### config.mk
export PLATFORM = sky130hd
export DESIGN_NAME = i2s_rx
export DESIGN_NICKNAME = d
export VERILOG_FILES = /design/src/rtl/i2s_rx.sv
export SDC_FILE = /design/constraint.sdc
export NUM_CORES = 1
export LEC_CHECK = 0
export ABC_AREA = 1
export CAP_MARGIN = 20
export CORE_MARGIN = 5
export CORE_UTILIZATION = 31
export DETAILED_ROUTE_END_ITERATION = 10
export GPL_TIMING_DRIVEN = 0
export SLEW_MARGIN = 20
export SYNTH_ARGS = -nofsm -noshare
export SYNTH_HDL_FRONTEND = slang
export SYNTH_SLANG_ARGS = --single-unit
### constraint.sdc
create_clock -name clk -period 2.85 [get_ports clk]
set_clock_uncertainty 0.2 [all_clocks]
set_input_delay 0.57 -clock clk [delete_from_list [all_inputs] [get_ports clk]]
set_output_delay 0.57 -clock clk [all_outputs]
set_load 0.01 [all_outputs]
### src/rtl/i2s_rx.sv
// I2S slave receiver: synchronises an external sclk/lrclk/sdata bus, reassembles
// Philips-framed left/right words and strobes each completed stereo pair.
// Optional length checking is enabled by defining I2S_RX_FRAME_CHECK_EN.
module i2s_rx #(
  parameter int WIDTH = 16
) (
  input  logic             clk,
  input  logic             rst,
  input  logic             sclk,
  input  logic             lrclk,
  input  logic             sdata,
  output logic [WIDTH-1:0] left_chan,
  output logic [WIDTH-1:0] right_chan,
  output logic             valid,
  output logic             frame_err
);

  localparam int              CW       = $clog2(WIDTH + 1);
  localparam logic [CW-1:0]   CNT_FULL = CW'(WIDTH);
  localparam logic [CW-1:0]   CNT_LAST = CW'(WIDTH - 1);
  localparam logic [WIDTH-1:0] MSB_BIT = {1'b1, {(WIDTH-1){1'b0}}};

  typedef enum logic {
    UNSYNC = 1'b0,
    SYNC   = 1'b1
  } state_t;

  logic sclk_meta_q, sclk_sync_q, sclk_hist_q;
  logic lr_meta_q, lr_sync_q;
  logic sd_meta_q, sd_sync_q;

  // NOTE: synchroniser flops carry no reset so they keep tracking the bus while
  // rst is held, letting lr_prev load a settled lrclk on the first free cycle.
  always_ff @(posedge clk) begin
    sclk_meta_q <= sclk;
    sclk_sync_q <= sclk_meta_q;
    sclk_hist_q <= sclk_sync_q;
    lr_meta_q   <= lrclk;
    lr_sync_q   <= lr_meta_q;
    sd_meta_q   <= sdata;
    sd_sync_q   <= sd_meta_q;
  end

  state_t           state_q, state_d;
  logic             init_q, init_d;
  logic             lr_prev_q, lr_prev_d;
  logic [CW-1:0]    cnt_q, cnt_d;
  logic [WIDTH-1:0] shift_q, shift_d;
  logic [WIDTH-1:0] left_hold_q, left_hold_d;
  logic             have_left_q, have_left_d;
  logic [WIDTH-1:0] left_q, left_d;
  logic [WIDTH-1:0] right_q, right_d;
  logic             valid_q, valid_d;
`ifdef I2S_RX_FRAME_CHECK_EN
  logic             over_q, over_d;
  logic             frame_err_q, frame_err_d;
`endif

  logic             rise;
  logic             lr_edge;
  logic             saturated;
  logic [WIDTH-1:0] bit_mask;
  logic [WIDTH-1:0] word;

  assign rise      = sclk_sync_q & ~sclk_hist_q;
  assign lr_edge   = lr_sync_q ^ lr_prev_q;
  assign saturated = (cnt_q == CNT_FULL);
  // Shifting the MSB marker right by cnt gives an empty mask once saturated,
  // so extra bits fall away without a separate compare.
  assign bit_mask  = MSB_BIT >> cnt_q;
  assign word      = shift_q | ({WIDTH{sd_sync_q}} & bit_mask);

  // NOTE: every _d starts from its _q so no path through this block leaves a
  // variable unassigned, which would otherwise infer a latch.
  always_comb begin
    state_d     = state_q;
    init_d      = init_q;
    lr_prev_d   = lr_prev_q;
    cnt_d       = cnt_q;
    shift_d     = shift_q;
    left_hold_d = left_hold_q;
    have_left_d = have_left_q;
    left_d      = left_q;
    right_d     = right_q;
    valid_d     = 1'b0;
`ifdef I2S_RX_FRAME_CHECK_EN
    over_d      = over_q;
    frame_err_d = 1'b0;
`endif

    if (init_q) begin
      init_d    = 1'b0;
      lr_prev_d = lr_sync_q;
    end else if (rise) begin
      lr_prev_d = lr_sync_q;
      if (!lr_edge) begin
        if (state_q == SYNC) begin
          shift_d = word;
          if (!saturated) cnt_d = cnt_q + CW'(1);
`ifdef I2S_RX_FRAME_CHECK_EN
          over_d = over_q | saturated;
`endif
        end
      end else begin
        if (state_q == UNSYNC) begin
          state_d     = SYNC;
          have_left_d = 1'b0;
        end else begin
          if (!lr_prev_q) begin
            left_hold_d = word;
            have_left_d = 1'b1;
          end else if (have_left_q) begin
            left_d      = left_hold_q;
            right_d     = word;
            valid_d     = 1'b1;
            have_left_d = 1'b0;
          end
`ifdef I2S_RX_FRAME_CHECK_EN
          // Short when fewer than WIDTH-1 bits preceded the completing bit;
          // long when the counter was already full as further bits arrived.
          frame_err_d = (cnt_q < CNT_LAST) | saturated | over_q;
`endif
        end
        shift_d = '0;
        cnt_d   = '0;
`ifdef I2S_RX_FRAME_CHECK_EN
        over_d  = 1'b0;
`endif
      end
    end
  end

  // NOTE: sequential state uses non-blocking assignments only, so every flop
  // samples the pre-edge values computed above.
  always_ff @(posedge clk) begin
    if (rst) begin
      state_q     <= UNSYNC;
      init_q      <= 1'b1;
      lr_prev_q   <= 1'b0;
      cnt_q       <= '0;
      shift_q     <= '0;
      left_hold_q <= '0;
      have_left_q <= 1'b0;
      left_q      <= '0;
      right_q     <= '0;
      valid_q     <= 1'b0;
`ifdef I2S_RX_FRAME_CHECK_EN
      over_q      <= 1'b0;
      frame_err_q <= 1'b0;
`endif
    end else begin
      state_q     <= state_d;
      init_q      <= init_d;
      lr_prev_q   <= lr_prev_d;
      cnt_q       <= cnt_d;
      shift_q     <= shift_d;
      left_hold_q <= left_hold_d;
      have_left_q <= have_left_d;
      left_q      <= left_d;
      right_q     <= right_d;
      valid_q     <= valid_d;
`ifdef I2S_RX_FRAME_CHECK_EN
      over_q      <= over_d;
      frame_err_q <= frame_err_d;
`endif
    end
  end

  assign left_chan  = left_q;
  assign right_chan = right_q;
  assign valid      = valid_q;
`ifdef I2S_RX_FRAME_CHECK_EN
  assign frame_err  = frame_err_q;
`else
  assign frame_err  = 1'b0;
`endif

endmodule

==> metrics.md <==
| Metric | Value |
|---|---|
| DRT Pass-1 Iters | `4` |
| Root buf cell | `clkbuf_8` |
| CP max-delay cell | `clkdlybuf4s50_1` |
| Gpl congestion | `0.840` |
| FF+latch area | `between 1500 and 2000 µm²` |
| Initial Utilization | `31.5%` |
| DRC viols | `0` |
| Vias in the first global route | `roughly 2.7k` |
| Clk buf depth | `2` |
| WL per Instance | `~12 µm` |
| Final Hold Viols | `0` |
| TNS Setup | `0 ps` |
| Largest family of logic cells by synthesized area | `simple AND/OR/NAND/NOR gates` |
| Post-layout minimum cycle time | `between 2000 and 2500 ps` |
| Placed cell areas | `between 3000 and 4000 µm²` |
| Final Cell Area | `about 4000 µm²` |
| Post-Synthesis Cells | `around 430` |
| Slew Limit Fails | `0` |
| Hold EP | `sclk_sync_q` |
| Area contributors post-synth | `dfxtp_1 50%, nor2_1 13%, nand2_1 10%` |
| Area Growth Syn to Fin | `22.6%` |
| Library cells used by synthesis | `25` |
| Drt total wl | `between 7000 and 8000 µm` |
| Reg2reg start | `cnt_q[0]` |
| Number of diodes | `0` |
| Outcome | `completed` |
| Async set-reset flop share out of synthesis | `0%` |
| #FFs+latches synth | `81` |
| Min-delay worst type | `flip-flop to flip-flop` |
| WL met3 | `338 µm` |
| # fillers | `1,096` |
| Max-capacitance violation count | `0` |
| Critical path capture point type | `flip-flop` |
| Sum of buffers and inverters on the critical path | `5` |
| Fin crit share | `roughly three quarters` |
| Row count | `37` |
| PostCTS Resize Cnt | `0` |
| Post-synthesis net count | `approximately 440` |
| Synth Area in Simple Gates | `approximately 27%` |
| Setup Buffers After CTS | `0` |
| Gr ovfl total | `0` |
| Initial antenna violation count | `0` |
| Worst Path Required | `2900 ps` |
| Synth warn | `0` |
| Ys flop type | `dfxtp_1` |
| Port bufs | `37` |
| HPWL Detailed | `5490 µm` |
| Sequential fraction of the synthesis area | `about half` |
| Core area | `around 10,000 µm²` |
| Synthesized area per cell | `~7.5 µm²` |
| Critical path class | `input pin to flip-flop` |
| Area share of the largest cell type after synthesis | `50.1%` |
| Pwr/cell area | `about 520 nW/µm²` |
| Worst hold start | `sclk_meta_q` |
| F_max | `476 MHz` |
| Cell count of the worst reg-to-reg path | `9` |
| RSZ-0062 raised after global routing | `false` |
| Top cell by count, worst path | `clkbuf_1` |
| R2R Path End | `cnt_q[2]` |
| Mapped cell area | `3240 µm²` |
| Sink Count | `81` |
| Synth Area in Compound Gates | `12.6%` |
| CTS buffer count | `9` |
| Number of synthesized flops with an enable pin | `0` |
| Total die area | `12,600 µm²` |
| Die height | `around 110 µm` |
| Total GRT Usage | `about 12%` |
| Clock transition at path regs | `about 80 ps` |
| Vias post-DR | `about 2.8k` |
| Die width | `between 100 and 150 µm` |
| DR vias/cell | `4.42` |
| Synth Area in XOR/XNOR | `0.270%` |
| DR iter-0 viols | `~140` |
| Post-synthesis mux area share | `0%` |
| Largest net degree at the start of global routing | `15` |
| Area leader, netlist | `dfxtp_1` |
| Lkg Pwr | `between 1.5 and 2 nW` |
| IO Count | `39` |
| R2r setup slk | `1060 ps` |
| Share of layout cells above drive strength 1 | `between 8 and 9%` |
| Final #Nets | `492` |
| Max IR drop VDD | `between 0.0002 and 0.00025 V` |
| Multi-input logic area | `about 1400 µm²` |
| Final setup fails | `0` |
| Synth Area in Adders | `2.32%` |
| TritonCTS clock tree | `built` |
| Hold_buf cts | `0` |
| Top-count cell post-synth | `nor2_1` |
| Worst Hold Depth | `0` |
| WL met1 | `3420 µm` |
| Crit path max-delay family | `buffers and inverters` |
| Slowest stage delay, CP | `470 ps` |
| First-pass GRT wire length | `approximately 12,000 µm` |
| Worst Path Arrival | `roughly 2200 ps` |
| Total power | `~2 mW` |
| CP cell instances | `clkdlybuf4s50_1 -> clkbuf_1 -> inv_1 -> buf_2 -> clkbuf_1 -> nand2_1 -> nor2_1` |
| Max Used Layer | `met4` |
| Top cells by count, synth | `109 x nor2_1, 88 x nand2_1, 81 x dfxtp_1, 34 x o21ai_0, 33 x inv_1` |
| H-Tree Depth | `3` |
| Clock Latency Late Sink | `roughly 350 ps` |
| Crit path max fanout | `10` |
| Met2 WL | `3350 µm` |
| Critical Path Source Type | `input pin` |
| Antenna viol nets, final | `0` |
registers in the layout (all words and copies together), names as in the netlist, 5 cells and up:
signal / cells
shift_q: 16
left_chan: 16
left_hold_q: 16
cnt_q: 5
right_chan: 16
kinds of logic (layout without fill, tap and decap cells):
family,count (synthesis),in the layout
xor gates and xnor gates,1,1
other,1,1
adders and majority gates,6,6
and+or+nand+nor,216,216
buffers and inverters,56,109
AOI/OAI and AO/OA,72,72
DFF,81,81
cell type report:
cell class / count / share of cell area (%)
Tap cell: 136 / 4.28
Sequential cell: 81 / 40.8
Multi-Input combinational cell: 296 / 34.5
Inverter: 37 / 3.50
Clock inverter: 7 / 1.73
Timing Repair Buffer: 37 / 9.33
Clock buffer: 9 / 3.12
Buffer: 19 / 2.68
layout by cell type (no fill, tap or decap), drive strengths merged:
cell type	Yosys	final
nor2	113	113
nand2	91	91
dfxtp	81	81
inv	37	38
clkdlybuf4s50	0	37
o21ai	36	36
a21oi	21	21
clkbuf	7	16
o21bai	14	14
buf	12	12
nand3	9	9
ha	6	6
nand4	3	3
clkinv	0	3
clkinvlp	0	2
xor2	1	1
a21o	1	1
conb	1	1
bufinv	0	1
per-stage QoR:
stage | setup WS (ps) | util [%] | hold WS [ps] | cells
2_1_floorplan | 1200 | - | 110 | 433
3_3_place_gp | 352 | 36.8 | 110 | 606
3_5_place_dp | 373 | 36.8 | 115 | 606
4_1_cts | 740 | 38.6 | 136 | 622
5_1_grt | 582 | 38.6 | 137 | 622
6_report | 750 | 38.6 | 132 | 622
how the worst max path moves through the flow:
| stage | start | end | slack (ps) | cells past startpoint |
|---|---|---|---|---|
| final | rst | right_chan[14] | 750 | 7 |
| after global routing | rst | left_chan[8] | 580 | 7 |
| after CTS | rst | right_chan[11] | 740 | 7 |
| after detailed placement | rst | right_chan[11] | 370 | 7 |
| after global placement | rst | right_chan[11] | 350 | 7 |
| after floorplan | rst | right_chan[10] | 1200 | 6 |
report_power, final:
group          switching [mW]  internal [mW]
clock network           0.421          0.403
logic                  0.0578         0.0262
registers             0.00954           1.14
total                   0.488           1.57
metal layers:
| layer | up-vias | track usage [%] |
|---|---|---|
| met5 | - | 0 |
| met4 | 0 | 5.69 |
| met3 | 16 | 2.37 |
| met2 | 60 | 20.5 |
| met1 | 1231 | 14.8 |
| li1 | 1445 | - |
(Power assumes the default switching activity.)
